==> src/rtl/otter_cu_fsm.sv <==
// rtl/otter_cu_fsm.sv - OTTER RV32I multicycle control sequencer with memory handshakes and interrupts
module otter_cu_fsm #(
  parameter int INIT_CYCLES = 1
) (
  input  logic       CLK,
  input  logic       RST_N,
  input  logic [6:0] ir6_0,
  input  logic [2:0] ir14_12,
  input  logic       imem_rdy,
  input  logic       dmem_rdy,
  input  logic       intr,
  input  logic       mie,
  output logic       PC_RST,
  output logic       PC_WRITE,
  output logic       REG_WRITE,
  output logic       MEM_RDEN1,
  output logic       MEM_RDEN2,
  output logic       MEM_WE2,
  output logic       CSR_WE,
  output logic       INT_TAKEN,
  output logic       MRET_EXEC,
  output logic       ILLEGAL_OP,
  output logic [2:0] state_o
);

  typedef enum logic [2:0] {
    ST_INIT  = 3'd0,
    ST_FETCH = 3'd1,
    ST_EXEC  = 3'd2,
    ST_WB    = 3'd3,
    ST_INTR  = 3'd4
  } state_t;

  localparam logic [6:0] OP_LOAD   = 7'b0000011;
  localparam logic [6:0] OP_STORE  = 7'b0100011;
  localparam logic [6:0] OP_BRANCH = 7'b1100011;
  localparam logic [6:0] OP_ALU    = 7'b0110011;
  localparam logic [6:0] OP_ALUI   = 7'b0010011;
  localparam logic [6:0] OP_LUI    = 7'b0110111;
  localparam logic [6:0] OP_AUIPC  = 7'b0010111;
  localparam logic [6:0] OP_JAL    = 7'b1101111;
  localparam logic [6:0] OP_JALR   = 7'b1100111;
  localparam logic [6:0] OP_SYSTEM = 7'b1110011;

  // Last value of the INIT counter before moving on to the first fetch
  localparam logic [7:0] INIT_LAST = 8'(INIT_CYCLES - 1);

  state_t     state;
  state_t     nxt;
  logic [7:0] init_cnt;
  logic       done;

  assign state_o = state;

  // Output decode and next-state selection; "done" marks the PC_WRITE cycle that ends an instruction
  always_comb begin
    PC_RST     = 1'b0;
    PC_WRITE   = 1'b0;
    REG_WRITE  = 1'b0;
    MEM_RDEN1  = 1'b0;
    MEM_RDEN2  = 1'b0;
    MEM_WE2    = 1'b0;
    CSR_WE     = 1'b0;
    INT_TAKEN  = 1'b0;
    MRET_EXEC  = 1'b0;
    ILLEGAL_OP = 1'b0;
    done       = 1'b0;
    nxt        = state;
    case (state)
      ST_INIT: begin
        PC_RST = 1'b1;
        if (init_cnt == INIT_LAST) nxt = ST_FETCH;
      end
      ST_FETCH: begin
        MEM_RDEN1 = 1'b1;
        if (imem_rdy) nxt = ST_EXEC;
      end
      ST_EXEC: begin
        case (ir6_0)
          OP_LOAD: begin
            // Read strobe held through the ready cycle; the register write happens in WB
            MEM_RDEN2 = 1'b1;
            if (dmem_rdy) nxt = ST_WB;
          end
          OP_STORE: begin
            // Write strobe held while waiting; the PC only advances once memory accepts
            MEM_WE2 = 1'b1;
            if (dmem_rdy) begin
              PC_WRITE = 1'b1;
              done     = 1'b1;
            end
          end
          OP_BRANCH: begin
            PC_WRITE = 1'b1;
            done     = 1'b1;
          end
          OP_ALU, OP_ALUI, OP_LUI, OP_AUIPC, OP_JAL, OP_JALR: begin
            REG_WRITE = 1'b1;
            PC_WRITE  = 1'b1;
            done      = 1'b1;
          end
          OP_SYSTEM: begin
            if (ir14_12 == 3'b000) begin
              MRET_EXEC = 1'b1;
            end else begin
              CSR_WE    = 1'b1;
              REG_WRITE = 1'b1;
            end
            PC_WRITE = 1'b1;
            done     = 1'b1;
          end
          default: begin
            // Undefined opcodes retire as a NOP so the core keeps running
            ILLEGAL_OP = 1'b1;
            PC_WRITE   = 1'b1;
            done       = 1'b1;
          end
        endcase
      end
      ST_WB: begin
        REG_WRITE = 1'b1;
        PC_WRITE  = 1'b1;
        done      = 1'b1;
      end
      ST_INTR: begin
        // No interrupt check here, so a trap entry can never chain into another
        INT_TAKEN = 1'b1;
        PC_WRITE  = 1'b1;
        nxt       = ST_FETCH;
      end
      default: nxt = ST_INIT;
    endcase
    // Interrupts are only taken on an instruction boundary
    if (done) nxt = (intr && mie) ? ST_INTR : ST_FETCH;
  end

  // State register and INIT hold counter; counter runs only while INIT persists
  always_ff @(posedge CLK or negedge RST_N) begin
    if (!RST_N) begin
      state    <= ST_INIT;
      init_cnt <= 8'd0;
    end else begin
      state <= nxt;
      if (state == ST_INIT && nxt == ST_INIT) init_cnt <= init_cnt + 8'd1;
      else                                    init_cnt <= 8'd0;
    end
  end

endmodule

==> config.mk <==
export PLATFORM = sky130hd
export DESIGN_NAME = otter_cu_fsm
export DESIGN_NICKNAME = d
export VERILOG_FILES = /design/src/rtl/otter_cu_fsm.sv
export SDC_FILE = /design/constraint.sdc
export NUM_CORES = 1
export LEC_CHECK = 0
export ABC_AREA = 0
export CAP_MARGIN = 20
export CORE_MARGIN = 2
export CORE_UTILIZATION = 41
export CTS_CLUSTER_SIZE = 14
export DETAILED_ROUTE_END_ITERATION = 8
export PLACE_DENSITY = 0.74
export REMOVE_ABC_BUFFERS = 1
export SLEW_MARGIN = 20
export SYNTH_ARGS = -nofsm -noshare
export SYNTH_HDL_FRONTEND = slang
export SYNTH_SLANG_ARGS = --single-unit
export TNS_END_PERCENT = 100
==> constraint.sdc <==
create_clock -name CLK -period 1.73 [get_ports CLK]
set_input_delay 0.173 -clock CLK [delete_from_list [all_inputs] [get_ports CLK]]
set_output_delay 0.173 -clock CLK [all_outputs]
set_load 0.03 [all_outputs]
After elaboration in Yosys (flattened, before gate mapping)
Cells that the tools add are included.
W data, S select, Z words.
{"block": "classes", "eq_ne": 14, "reduce_logical": 9, "add_sub_neg": 1, "muxes": 29}
{"operator": "$eq A7 B7 Y1 const B", "n": 4}
{"operator": "$eq A7 B6 Y1 const B", "n": 3}
{"operator": "$mux W3", "n": 6}
{"operator": "$mux W1", "n": 16}
{"operator": "$pmux W3 S5", "n": 1}
{"operator": "$eq A7 B5 Y1 const B", "n": 2}
{"operator": "$pmux W1 S2", "n": 5}
{"operator": "$reduce_or A10 Y1", "n": 1}
{"operator": "$logic_not A3 Y1", "n": 3}
{"operator": "$add A8 B1 Y8 const B", "n": 1}
{"operator": "$logic_not A8 Y1", "n": 1}
{"operator": "$mux W8", "n": 1}
{"operator": "$eq A7 B2 Y1 const B", "n": 1}
{"operator": "$eq A3 B2 Y1 const B", "n": 2}
{"operator": "$reduce_or A6 Y1", "n": 1}
{"operator": "$eq A3 B1 Y1 const B", "n": 1}
{"operator": "$eq A3 B3 Y1 const B", "n": 1}
{"operator": "$logic_and A1 B1 Y1", "n": 2}
{"operator": "$reduce_or A2 Y1", "n": 1}
{"block": "word_totals", "ff_bits": 11, "in_bits": 16, "elab_cells": 55}

Longest topological paths before layout
{"block": "depth", "word_depth": 7, "ltp_mapped": 5, "depth_no_buf": 5}

Worst setup path after synthesis
No wires, ideal clock.
{"block": "synth_path", "kind": "reg-to-output", "startpoint": "reg state[1], in the netlist state_o[1]", "endpoint": "out ILLEGAL_OP", "t_required_ns": 1.557, "stages_incl_launch_ff": 3, "t_arrival_ns": 1.862, "path_slack_ns": -0.305, "path_buffers": 0, "cell_sequence": "dfrtp_1 -> or2b_1 -> nor4_1"}
{"block": "synth_between", "elab_chain_len": 2}
{"item": "start: declaration", "line_no": "48", "text": "state_t state;"}
{"item": "start signal: assignment", "line_no": "143", "text": "state <= nxt;"}
{"item": "$eq A3 B2 Y1", "line_no": "69", "text": "case (state)"}
{"item": "$mux W1", "line_no": "69"}
{"item": "end: declaration", "line_no": "22", "text": "output logic ILLEGAL_OP,"}
No other way between the ends.

Worst setup path after layout
{"block": "layout_path", "startpoint": "reg state[2], in the netlist state_o[2]", "endpoint": "out MRET_EXEC"}
{"block": "layout_between", "elab_chain_len": 2}
{"item": "$eq A3 B2 Y1", "line_no": "69"}
{"item": "$mux W1", "line_no": "69"}
{"item": "end: declaration", "line_no": "21", "text": "output logic MRET_EXEC,"}
No other way between the ends.

==> impl_metrics.ini <==
[clocking]
clkLatencyLatePin_ns = 0.27
cts_tree = done
clock_path_buffers = 2
clock_tree.root_cell = clkbuf_4
clkSinkCount = 11
numCtsBuffers = 3
path_clk_slew_ns = 0.07
cts_max_level = 1

[synth]
avgSynthCellArea_sq_um = 8.71
synth_xor_xnor_area_share_pct = 7.54
synthFlopType = dfrtp_1
synth-edff-count = 0
yosysMostFrequentCell = nor2_1
synth-seq-cells = 11
synth_top_family_by_area = simple AND/OR/NAND/NOR gates
synth_common_cells = nor2_1 (15), dfrtp_1 (11), nand3_1 (7), nor3_1 (5), xor2_1 (4)
yosysWarnings = 0
synthArstFlopShare_pct = 100
netlist_area_sq_um = 697
syn-instance-count = 80
yosysTopAreaCellShare_pct = 39.5
synth-compound-area-share_pct = 9.69
synth-simple-area-share_pct = 38.1
synth_area_leaders = dfrtp_1 (39%), nor2_1 (8.1%), nand3_1 (5.0%)
ys_types = 29
muxShareOfSynthArea_pct = 0
yosys.area.top_type = dfrtp_1
yosysSeqAreaShare_pct = 39.5
synthAdderAreaFrac_pct = 3.59

[global_route]
grt_max_degree = 12
grt_overflow = 0
grt_use_met1_pct = 28.5
grt_pass1_wl_mm = 3.26
top_usage_layer = met2
met3_usage_pct = 6.80
antenna_found_initial = 0
grt_pass1_vias = 770
track_usage_pct = 22.1
grtUsageMet2_pct = 38.0

[drt]
final_antenna_net_count = 0
dr.pass1.iters = 4
wl_mm = 2.14
drc = 0
via_per_inst = 5.49
drt-initial-drc-count = 7
wire_per_inst_um = 14.4
vias = 818

[place]
detailed_place_hpwl_mm = 1.53
dp.cells = 138
gp_congestion = 0.774
dpl_worst_slack_ns = -0.458
io_buffers = 28

[setup_path]
rrSetupSlack_ns = 0.32
worstReg2RegEnd = init_cnt[4]$_DFF_PN0_
r2r_start = state_o[1]$_DFF_PN0_
crit_path_max_fanout = 3
worst_ep_required_time_ns = 1.56
crit_path_start_kind = flip-flop
path_class = reg2out
arrival_ns = 1.61
rr_worst_depth = 6
crit_path_end = MRET_EXEC
worst_setup_path_end_kind = output pin
cp-startpoint = state_o[2]$_DFF_PN0_

[sta]
slew_viol_final = 0
rsz0062_at_grt = true
fmax_mhz = 560
worst_slew_pin_slew_ns = 0.473
period_minus_slack_ns = 1.78
finalCritPeriodShare_pct = 103
final_hold_viol_count = 0
final.setup.tns_ns = -0.0584
slew_headroom_pct = 68.4
skew_ns = 0.00434
setup_viol = 2
fin_ws_ns = -0.0545

[layout]
fin_nets = 152
final_cells = 149
n_antenna_cell = 0
area_delta_synth_final_pct = 79.9
final_util_pct = 81.3
drive_above_1_share_pct = 39.1

[power]
powerDensity_nw_per_um2 = 913
leakagePower_uw = 0.000597
ir_worst_vdd_v = 0.000967
finalPower_uw = 1140

[floorplan]
die-area_sq_um = 2050
fp.dieH_um = 45.2
die_w_um = 45.2
start_util_pct = 45.2
std_cell_rows = 14
ioPinCount = 29
core-area_sq_um = 1540

[status]
violations = setup timing
status = complete, but fails checks

[worst_hold_path]
hp-class = in2async

[run]
drv_cap = 0
[critical path: stages (launching register included)]
cell and delay [ns]:
dfrtp_1 0.38, or2b_1 0.27, or3_4 0.37, nor4_4 0.16
buf_6 0.17
[flip-flops by register name (all words and copies together), names as in the netlist]
register  count
state_o       3
init_cnt      8
[metal layers]
layer	wire length (um)	vias to the layer above
li1	-	393
met1	948	390
met2	998	31
met3	150	4
met4	42	0
met5	0	-
[through the flow]
| step | hold WS [ns] | instance area, sq um |
|---|---|---|
| 6_report | 0.224 | 1250 |
| 5_1_grt | 0.276 | 1250 |
| 4_1_cts | 0.240 | 1160 |
| 3_5_place_dp | 0.526 | 1090 |
| 3_3_place_gp | 0.525 | 1090 |
| 2_1_floorplan | -0.123 | 697 |
[cells in the final DEF (no fill, tap or decap), types with 2 or more instances in the layout]
master           netlist  layout
a21oi_2                0       2
and3_1                 3       3
buf_4                  0      23
buf_6                  0       5
clkbuf_2               0       4
clkbuf_4               0       3
clkdlybuf4s50_1        0      10
dfrtp_1               11      10
dlygate4sd2_1          0       2
dlymetal6s2s_1         0       4
ha_1                   2       2
inv_1                  3       3
nand2_1                2       2
nand3_1                7       7
nor2_1                15      11
nor2_2                 0       3
nor2b_1                2       2
nor3_2                 0       3
nor3b_1                2       2
nor4_4                 0       2
o21ai_0                2       2
xnor2_1                2       2
xor2_1                 4       4
[kinds of logic after synthesis]
logic type,Yosys count
DFF,11
buffers and inverters,3
adders and majority gates,2
and+or+nand+nor,48
AOI/OAI and AO/OA,10
xor gates and xnor gates,6
[worst min-delay path by stage]
stage | slack, ns | cells after the start | end
6_report | 0.22 | 1 | init_cnt[6]$_DFF_PN0_
5_1_grt | 0.28 | 1 | init_cnt[6]$_DFF_PN0_
4_1_cts | 0.24 | 1 | init_cnt[6]$_DFF_PN0_
3_5_place_dp | 0.53 | 1 | init_cnt[7]$_DFF_PN0_
3_3_place_gp | 0.52 | 1 | init_cnt[6]$_DFF_PN0_
2_1_floorplan | -0.12 | 0 | init_cnt[0]$_DFF_PN0_
[repair_timing]
item                                    in CTS  in global routing
pin swaps                                    6                  5
buffers inserted                             3                  6
resized for setup                           24                 30
hold buffers                                 0                  0
endpoints found under the setup margin      11                  9
[power by group]
group / internal [uW] / switching, uW
Sequential: 280 / 21.1
Clock: 89.2 / 88.1
Combinational: 315 / 351
[final cells by class]
cell class,instances,area (sq um)
clock buffer,4,26.3
fill,107,288
inverter,3,11.3
multi-input combinational,66,493
sequential,11,277
tap,16,20.0
timing repair buffer,49,427
Note: power is estimated with default switching activity, not from simulation.
